[config.mk]
export PLATFORM = sky130hd
export DESIGN_NAME = sd_sector_arbiter
export DESIGN_NICKNAME = d
export VERILOG_FILES = /design/src/rtl/sd_sector_arbiter.sv
export SDC_FILE = /design/constraint.sdc
export NUM_CORES = 1
export LEC_CHECK = 0
export CAP_MARGIN = 20
export CORE_ASPECT_RATIO = 1.2
export CORE_MARGIN = 3
export CORE_UTILIZATION = 40
export CTS_CLUSTER_DIAMETER = 80
export DETAILED_ROUTE_END_ITERATION = 8
export PLACE_DENSITY = 0.73
export SKIP_LAST_GASP = 1
export SLEW_MARGIN = 10
export SYNTH_ARGS = -nofsm -noshare
export SYNTH_HDL_FRONTEND = slang
export SYNTH_SLANG_ARGS = --single-unit
[constraint.sdc]
create_clock -name clk_sys -period 6 [get_ports clk_sys]
set_input_delay 0.9 -clock clk_sys [delete_from_list [all_inputs] [get_ports clk_sys]]
set_output_delay 0.9 -clock clk_sys [all_outputs]
set_load 0.01 [all_outputs]
[src/rtl/sd_sector_arbiter.sv]
// sd_sector_arbiter
//   Shares the single HPS sector channel between two disk drives. Sector
//   transactions are serialised with round-robin priority. Buffer strobes and
//   write data are steered to and from the granted drive. A request the HPS
//   never acknowledges is aborted after TIMEOUT cycles.
//
// Ports
//   clk_sys, reset_n          clock, asynchronous active-low reset
//   dev_rd/dev_wr [1:0]       per-drive read/write requests (held until dev_ack)
//   dev_lba0/dev_lba1 [31:0]  per-drive sector address
//   dev_din0/dev_din1 [7:0]   per-drive write data
//   dev_ack [1:0]             per-drive acknowledge (combinational)
//   dev_err [1:0]             per-drive one-cycle timeout pulse
//   dev_buff_wr [1:0]         per-drive read-data strobe (combinational)
//   sd_lba [31:0]             latched LBA of the granted transaction
//   sd_rd/sd_wr [1:0]         request to hps_io, bit = granted drive
//   sd_ack, sd_buff_wr        from hps_io
//   sd_buff_din [7:0]         write data of the granted drive to hps_io
//   busy, grant               arbiter status
module sd_sector_arbiter #(
  parameter logic [23:0] TIMEOUT = 24'd16_000_000
) (
  input  logic        clk_sys,
  input  logic        reset_n,
  input  logic [1:0]  dev_rd,
  input  logic [1:0]  dev_wr,
  input  logic [31:0] dev_lba0,
  input  logic [31:0] dev_lba1,
  input  logic [7:0]  dev_din0,
  input  logic [7:0]  dev_din1,
  output logic [1:0]  dev_ack,
  output logic [1:0]  dev_err,
  output logic [1:0]  dev_buff_wr,
  output logic [31:0] sd_lba,
  output logic [1:0]  sd_rd,
  output logic [1:0]  sd_wr,
  input  logic        sd_ack,
  input  logic        sd_buff_wr,
  output logic [7:0]  sd_buff_din,
  output logic        busy,
  output logic        grant
);

  typedef enum logic [1:0] {
    S_IDLE = 2'd0,
    S_REQ  = 2'd1,
    S_XFER = 2'd2,
    S_DONE = 2'd3
  } state_e;

  state_e      state_q, state_d;
  logic        grant_q, grant_d;
  logic        last_q, last_d;
  logic        op_wr_q, op_wr_d;
  logic        ack_low_q, ack_low_d;
  logic        busy_q, busy_d;
  logic [31:0] lba_q, lba_d;
  logic [1:0]  sd_rd_q, sd_rd_d;
  logic [1:0]  sd_wr_q, sd_wr_d;
  logic [1:0]  dev_err_q, dev_err_d;
  logic [23:0] cnt_q, cnt_d;
  logic [1:0]  pend_s;
  logic        sel_s;
  logic [1:0]  gmask_s;

  assign pend_s  = dev_rd | dev_wr;
  assign gmask_s = grant_q ? 2'b10 : 2'b01;

  // State and output registers.
  always_ff @(posedge clk_sys or negedge reset_n) begin
    if (!reset_n) begin
      state_q   <= S_IDLE;
      grant_q   <= 1'b0;
      last_q    <= 1'b1;
      op_wr_q   <= 1'b0;
      ack_low_q <= 1'b0;
      busy_q    <= 1'b0;
      lba_q     <= 32'd0;
      sd_rd_q   <= 2'b00;
      sd_wr_q   <= 2'b00;
      dev_err_q <= 2'b00;
      cnt_q     <= 24'd0;
    end else begin
      state_q   <= state_d;
      grant_q   <= grant_d;
      last_q    <= last_d;
      op_wr_q   <= op_wr_d;
      ack_low_q <= ack_low_d;
      busy_q    <= busy_d;
      lba_q     <= lba_d;
      sd_rd_q   <= sd_rd_d;
      sd_wr_q   <= sd_wr_d;
      dev_err_q <= dev_err_d;
      cnt_q     <= cnt_d;
    end
  end

  // Next-state logic: arbitration, request handshake, timeout.
  always_comb begin
    state_d   = state_q;
    grant_d   = grant_q;
    last_d    = last_q;
    op_wr_d   = op_wr_q;
    ack_low_d = ack_low_q;
    lba_d     = lba_q;
    sd_rd_d   = sd_rd_q;
    sd_wr_d   = sd_wr_q;
    dev_err_d = 2'b00;
    cnt_d     = cnt_q;
    sel_s     = 1'b0;
    case (state_q)
      S_IDLE: begin
        sd_rd_d = 2'b00;
        sd_wr_d = 2'b00;
        // Both pending: the drive not served last goes first.
        sel_s = (pend_s == 2'b11) ? ~last_q : pend_s[1];
        if (pend_s != 2'b00) begin
          grant_d   = sel_s;
          lba_d     = sel_s ? dev_lba1 : dev_lba0;
          op_wr_d   = ~dev_rd[sel_s];
          cnt_d     = 24'd0;
          ack_low_d = 1'b0;
          state_d   = S_REQ;
        end else begin
          state_d = S_IDLE;
        end
      end
      S_REQ: begin
        // An ack still high from a previous transaction must be seen low
        // before a rising ack is accepted.
        if (!sd_ack) begin
          ack_low_d = 1'b1;
        end else begin
          ack_low_d = ack_low_q;
        end
        if (sd_ack && ack_low_q) begin
          sd_rd_d = 2'b00;
          sd_wr_d = 2'b00;
          state_d = S_XFER;
        end else if (cnt_q == (TIMEOUT - 24'd1)) begin
          sd_rd_d   = 2'b00;
          sd_wr_d   = 2'b00;
          dev_err_d = gmask_s;
          last_d    = grant_q;
          state_d   = S_IDLE;
        end else begin
          cnt_d   = cnt_q + 24'd1;
          sd_rd_d = op_wr_q ? 2'b00 : gmask_s;
          sd_wr_d = op_wr_q ? gmask_s : 2'b00;
        end
      end
      S_XFER: begin
        if (!sd_ack) begin
          state_d = S_DONE;
        end else begin
          state_d = S_XFER;
        end
      end
      S_DONE: begin
        last_d  = grant_q;
        state_d = S_IDLE;
      end
      default: begin
        state_d = S_IDLE;
      end
    endcase
    busy_d = (state_d != S_IDLE);
  end

  // Zero-latency steering of ack and buffer strobes to the granted drive.
  always_comb begin
    dev_ack     = 2'b00;
    dev_buff_wr = 2'b00;
    if (sd_ack && busy_q && ((state_q != S_REQ) || ack_low_q)) begin
      dev_ack = gmask_s;
    end else begin
      dev_ack = 2'b00;
    end
    if (sd_buff_wr && busy_q) begin
      dev_buff_wr = gmask_s;
    end else begin
      dev_buff_wr = 2'b00;
    end
  end

  assign sd_buff_din = grant_q ? dev_din1 : dev_din0;
  assign sd_lba      = lba_q;
  assign sd_rd       = sd_rd_q;
  assign sd_wr       = sd_wr_q;
  assign dev_err     = dev_err_q;
  assign busy        = busy_q;
  assign grant       = grant_q;

endmodule

# After elaboration in Yosys (flattened, before gate mapping)
# Index checks and enable logic that the tools add are counted.
# op_classes
add_sub_neg	1
muxes	34
n_reduce_logical	14
n_lt_le_gt_ge	1
n_bitwise	3
n_eq_ne	11
# op_table
operator	n
two-way mux 24 bit	3
case mux 24 bit (2 select lines)	1
two-way mux 32 bit	1
two-way mux 2 bit	14
adder 24 x 1 -> 24 bit, second input constant	1
equality test 24 bit, second input constant	1
!= test 2 bit, second input constant	5
two-way mux 1 bit	9
two-way mux 8 bit	1
case mux 2 bit (2 select lines)	2
case mux 2 bit (4 select lines)	1
nonzero test 2 bit	4
equality test 2 bit, second input constant	3
AND reduction 3 bit	2
logical AND 1 bit	4
case mux 1 bit (2 select lines)	2
AND reduction 4 bit	1
equality test 2 x 1 -> 1 bit, second input constant	1
logical NOT 2 bit	1
less-than comparator 1 x 2 -> 1 bit, second input constant	1
!= test 2 x 1 -> 1 bit, second input constant	1
NOT 1 bit	2
bitwise OR 2 bit	1
AND reduction 2 bit	1
logical OR 1 bit	1
# totals
output_inout_bits	52
inputBits	88
regBits	69
word_cells	75

# Logic depth before layout (Yosys ltp)
# depth
word_depth	6
depth_mapped	8
ltp_nobuf	6

# Worst setup path before layout
# Ideal clock, no wire load.
# synth_timing
path_kind	input port to flip-flop
start	input sd_ack
end	register cnt_q[11]
setup_slack_ps	3656
required_time_ps	5934
arrival_ps	2278
n_path_buf	1
cell_stages	6
setup_ps	66
cell_sequence	a31oi_1 a21boi_0 o21ai_2 buf_4 or4_1 nand2_1
# synth_between
elab_chain_cells	3
# synth_rtl
element	line_no	rtl
from (decl)	37	input logic sd_ack,
logical AND 1 bit	136	if (sd_ack && ack_low_q) begin
!= test 2 bit (no source line)	n/a	
AND reduction 4 bit (no source line)	n/a	
to (signal assigned)	94	cnt_q <= cnt_d;
to (decl)	61	logic [23:0] cnt_q, cnt_d;
# Every way passes these cells.
# A chain may end at the register's enable or synchronous reset.

# Final worst setup path
# layout_timing
start	input sd_ack
end	output dev_ack[0]
# layout_between
elab_chain_cells	3
# layout_rtl
element	line_no	rtl
logical AND 1 bit (2 in a row)	174	if (sd_ack && busy_q && ((state_q != S_REQ) || ack_low_q)) begin
two-way mux 2 bit	174	
to (decl)	31	output logic [1:0] dev_ack,
# Every way passes these cells.

==> results summary <==
The flow ran to the end, and the final reports show no timing, DRC or antenna violations. Detailed placement ended at an HPWL of 6.78 mm. The worst hold endpoint is sd_lba[0]$_DFFE_PN0P_. After technology mapping, the gate count stands at 361. The area of the placeable core is 8660 um2. For the pin with the worst max-slew slack, the measured transition is 0.867 ns.

The hold buffer count at CTS came out at 0. The layout overhead on the synthesized area came out at 47.8%. The startpoint identified for the worst register-to-register timing path is cnt_q[16]$_DFFE_PN0P_. The most critical setup path has its startpoint at sd_ack. The initial utilization of the core area, before any placement, comes to 0.413. The met2 routing resource usage after global routing is 0.347. The global placer's final weighted congestion is 0.794. The sequential-to-total area share from yosys stat is 0.484. The kind of critical path is primary input to primary output.

Yosys printed 0 warnings. The startpoint identified for the worst hold timing path is sd_lba[0]$_DFFE_PN0P_. Before CTS, the worst setup slack after placement is 2.49 ns. The netlist area before placement is 3570 um2. The post-synthesis average cell area is 9.90 um2. The ratio of total power to cell area came out at 394 nW/um2. The maximum level of the CTS H-tree is 3.

The final setup slack of the worst path came out at 2.65 ns. The part of the cycle the worst path needs is 0.559. The leakage power came out at 2.21 nW. The delay of the slowest cell on the worst path came out at 0.60 ns.

The final hold slack is 0.482 ns. The register clock-pin slew on the reported worst setup and hold paths is 0.08 ns. Setup repair after global routing left no endpoint under its margin.

The vertical die dimension came out at 110 um. The floorplan die width is 92.3 um. The primary flip-flop cell chosen by synthesis mapping is dfrtp_1.

The number of buffers and inverters on the critical path is 2. The via count is 3,190. The shortest clock period the worst path allows after layout came out at 3.35 ns. The cell area after placement is 5040 um2. For this design the top-level I/O count stands at 140. The detailed-route vias per instance is 5.20.

The relative contribution of combinational cells to total power came out at 0.451. The initial antenna violation count came out at 0. At the later pin of the worst-skew pair, clock insertion delay measures 0.34 ns. For this run the aggregate overflow at the end of global routing stands at 0.

In this run the worst path has a maximum fanout of 6. The worst reg2reg path depth is 5. Post-CTS repair changed the size of 0 cells. The count of input and output buffers is 139. The proportion of synthesized flip-flops having asynchronous set or reset came out at 1.00. The share of total power dissipated in the clock network is 0.196. The kind of cell with the highest combined delay along the critical path is buffers and inverters. The number of unique standard cell types used by synthesis is 54. The CTS root buffer is clkbuf_8.

The switching share of power came out at 0.355. met2 is the most crowded layer. The global routing met1 resource utilization came out at 0.222. The most used cell along the critical path is clkdlybuf4s50_1. The internal power of the cells totals 1.34 mW. The number of placed cells counting well taps came out at 598. The number of buffers created by CTS is 9. The antenna violation net count after detailed routing is 0.

The total power draw came out at 2.08 mW. For this block, the routed nets add up to 9.27 mm of wire. The slack of the worst reg-to-reg path came out at 3.48 ns. The overall die area came out at 10,100 um2. The total number of nets in the final design is 582. The maximum clock skew at final layout is 0.00846 ns. In the final timing run, aggregate negative setup slack is 0 ns. STA classifies the critical path endpoint as a primary output. The first-pass iteration count of the detailed router came out at 4. Walking the worst path, the cells encountered are clkdlybuf4s50_1 -> o21ai_0 -> nor3b_1 -> clkdlybuf4s50_1. The detailed-route DRC error count came out at 0. The number of nets produced by synthesis is 450.

The clock tree from TritonCTS is yes. The max-cap violation count came out at 0. The number of sinks handled by clock tree synthesis came out at 69. The slowest stage of the critical path is the clkdlybuf4s50_1 cell. The analysis attributes to net switching a power of 0.740 mW. The number of buffers on the longest clock path is 2.

The worst-case vdd ir drop is 0.000159 V. The sequential group share of total power is 0.353. The utilization of the core after routing is 0.610.

Counting flops with a built-in enable in the synthesized netlist gives 0. The maximum clock rate is 298 MHz. The finished cells cover 5280 um2. Counting instances, the worst hold path has a depth of 2. Data on the critical path arrives at its endpoint at 2.45 ns.

For this run, the total global-route usage over all layers was measured as 0.191. The DRC violation total after the first TritonRoute iteration is 98. The post-synthesis sequential element count came out at 69. Dividing the detail-routed wire length by the instance count gives 15.1 um. The total number of placement rows is 37.

The final count of negative-setup-slack endpoints came out at 0. The count of placed standard cells in the final layout, fillers left out is 614. The class of the tightest hold or removal check is flop to flop.

The number of pins exceeding their max-slew limit in the final report is 0. The worst relative slew slack is 0.422. For this run, global-route usage on met3 was measured as 0.0493.

The first global-routing pass estimated 15.5 mm of wire. The worst setup path is launched from a primary input. The via count of the first global-routing pass came out at 3,233. The share of layout cells above drive strength 1 is 0.0926.

The post-CTS setup repair buffer count is 0. The end of the worst register-to-register path is cnt_q[5]$_DFFE_PN0P_. The number of hold violations in the final report is 0. The repair_antennas step left the layout with diodes totalling 0. The largest net degree at the start of global routing came out at 76. The data required time at the worst endpoint came out at 5.10 ns.
==> placed cells by master, fill, tap and decap left out, drive strengths merged, types with 6 or more instances in the layout <==
cell           count
xnor2              9
o21ai             44
mux2i             32
nand2             53
nor2              21
or4                7
mux2              10
a21oi             10
nand3              6
nand4              9
dfrtp             68
nor4               9
clkdlybuf4s50    138
clkbuf             9
==> synthesized netlist by cell type, types with 2 or more instances <==
library cell	number	area [um2]
a211oi_1	2	15.0
a21oi_1	9	45.0
a31o_2	2	17.5
a31oi_1	2	12.5
a32o_1	4	40.0
and2_1	2	12.5
and3_1	4	25.0
and4_1	2	17.5
and4_2	2	20.0
buf_2	2	10.0
buf_4	3	22.5
clkbuf_1	14	52.6
dfrtp_1	68	1700
inv_1	5	18.8
mux2_2	9	101
mux2i_1	32	320
nand2_1	53	199
nand2b_1	2	12.5
nand3_1	5	25.0
nand4_1	9	56.3
nor2_1	21	78.8
nor3_1	4	20.0
nor4_1	9	56.3
o211ai_1	5	37.5
o21ai_0	39	195
o21ai_1	2	10.0
o21ai_2	2	17.5
o31a_1	2	17.5
o31ai_1	2	15.0
or3_1	4	25.0
or4_1	7	52.6
xnor2_1	9	78.8
xor2_1	3	26.3
==> sequential cells by signal (all words and copies together) (netlist names) <==
register and cells:
ack_low_q 1, sd_wr 2, state_q 2, busy 1, sd_rd 2, grant 1, cnt_q 24, sd_lba 32
dev_err 2, last_q 1, op_wr_q 1
==> cell type report <==
cell class	instances	area, um2
Tap cell	117	146
Sequential cell	69	1730
Timing Repair Buffer	143	1440
Fill cell	730	3380
Inverter	5	18.8
Clock inverter	6	88.8
Multi-Input combinational cell	265	1740
Clock buffer	9	124
==> metal layers <==
metal	wire length (um)	share of wire
met2	4860	0.52
met4	105	0.011
met5	0	0
met3	546	0.059
met1	3760	0.41
==> power groups by stage <==
| stage | clock, mW | sequential, mW | combinational, mW |
|---|---|---|---|
| 2_1_floorplan | 0 | 0.759 | 0.448 |
| 3_3_place_gp | 0 | 0.738 | 0.912 |
| 3_5_place_dp | 0 | 0.744 | 0.928 |
| 5_1_grt | 0.437 | 0.760 | 1.03 |
| 6_report | 0.408 | 0.735 | 0.939 |
| 4_1_cts | 0.418 | 0.737 | 0.933 |
==> worst max-delay path by stage <==
stage,slack [ns],depth (start not counted),endpoint
floorplan,3.66,6,cnt_q[11]$_DFFE_PN0P_
global placement,2.61,6,cnt_q[16]$_DFFE_PN0P_
detailed placement,2.49,6,cnt_q[16]$_DFFE_PN0P_
CTS,2.66,4,dev_ack[0]
global route,2.57,4,dev_ack[0]
finish,2.65,4,dev_ack[0]
==> worst register-to-register path, stage by stage (launching register included) <==
cell and delay, ns:
dfrtp_1 0.45, or4b_1 0.61, or4_1 0.62, o21ai_2 0.47
o21ai_0 0.16, a21oi_1 0.14
==> cells by family (layout without fill, tap and decap cells) <==
family | count (synthesis) | in the layout | synth area share
xor gates and xnor gates | 12 | 12 | 0.0294
DFF | 69 | 69 | 0.484
AOI/OAI and AO/OA | 79 | 79 | 0.140
muxes | 42 | 42 | 0.122
buffers and inverters | 27 | 163 | 0.0347
and+or+nand+nor | 131 | 131 | 0.187
adders and majority gates | 1 | 1 | 0.00350
(Power assumes the default switching activity.)
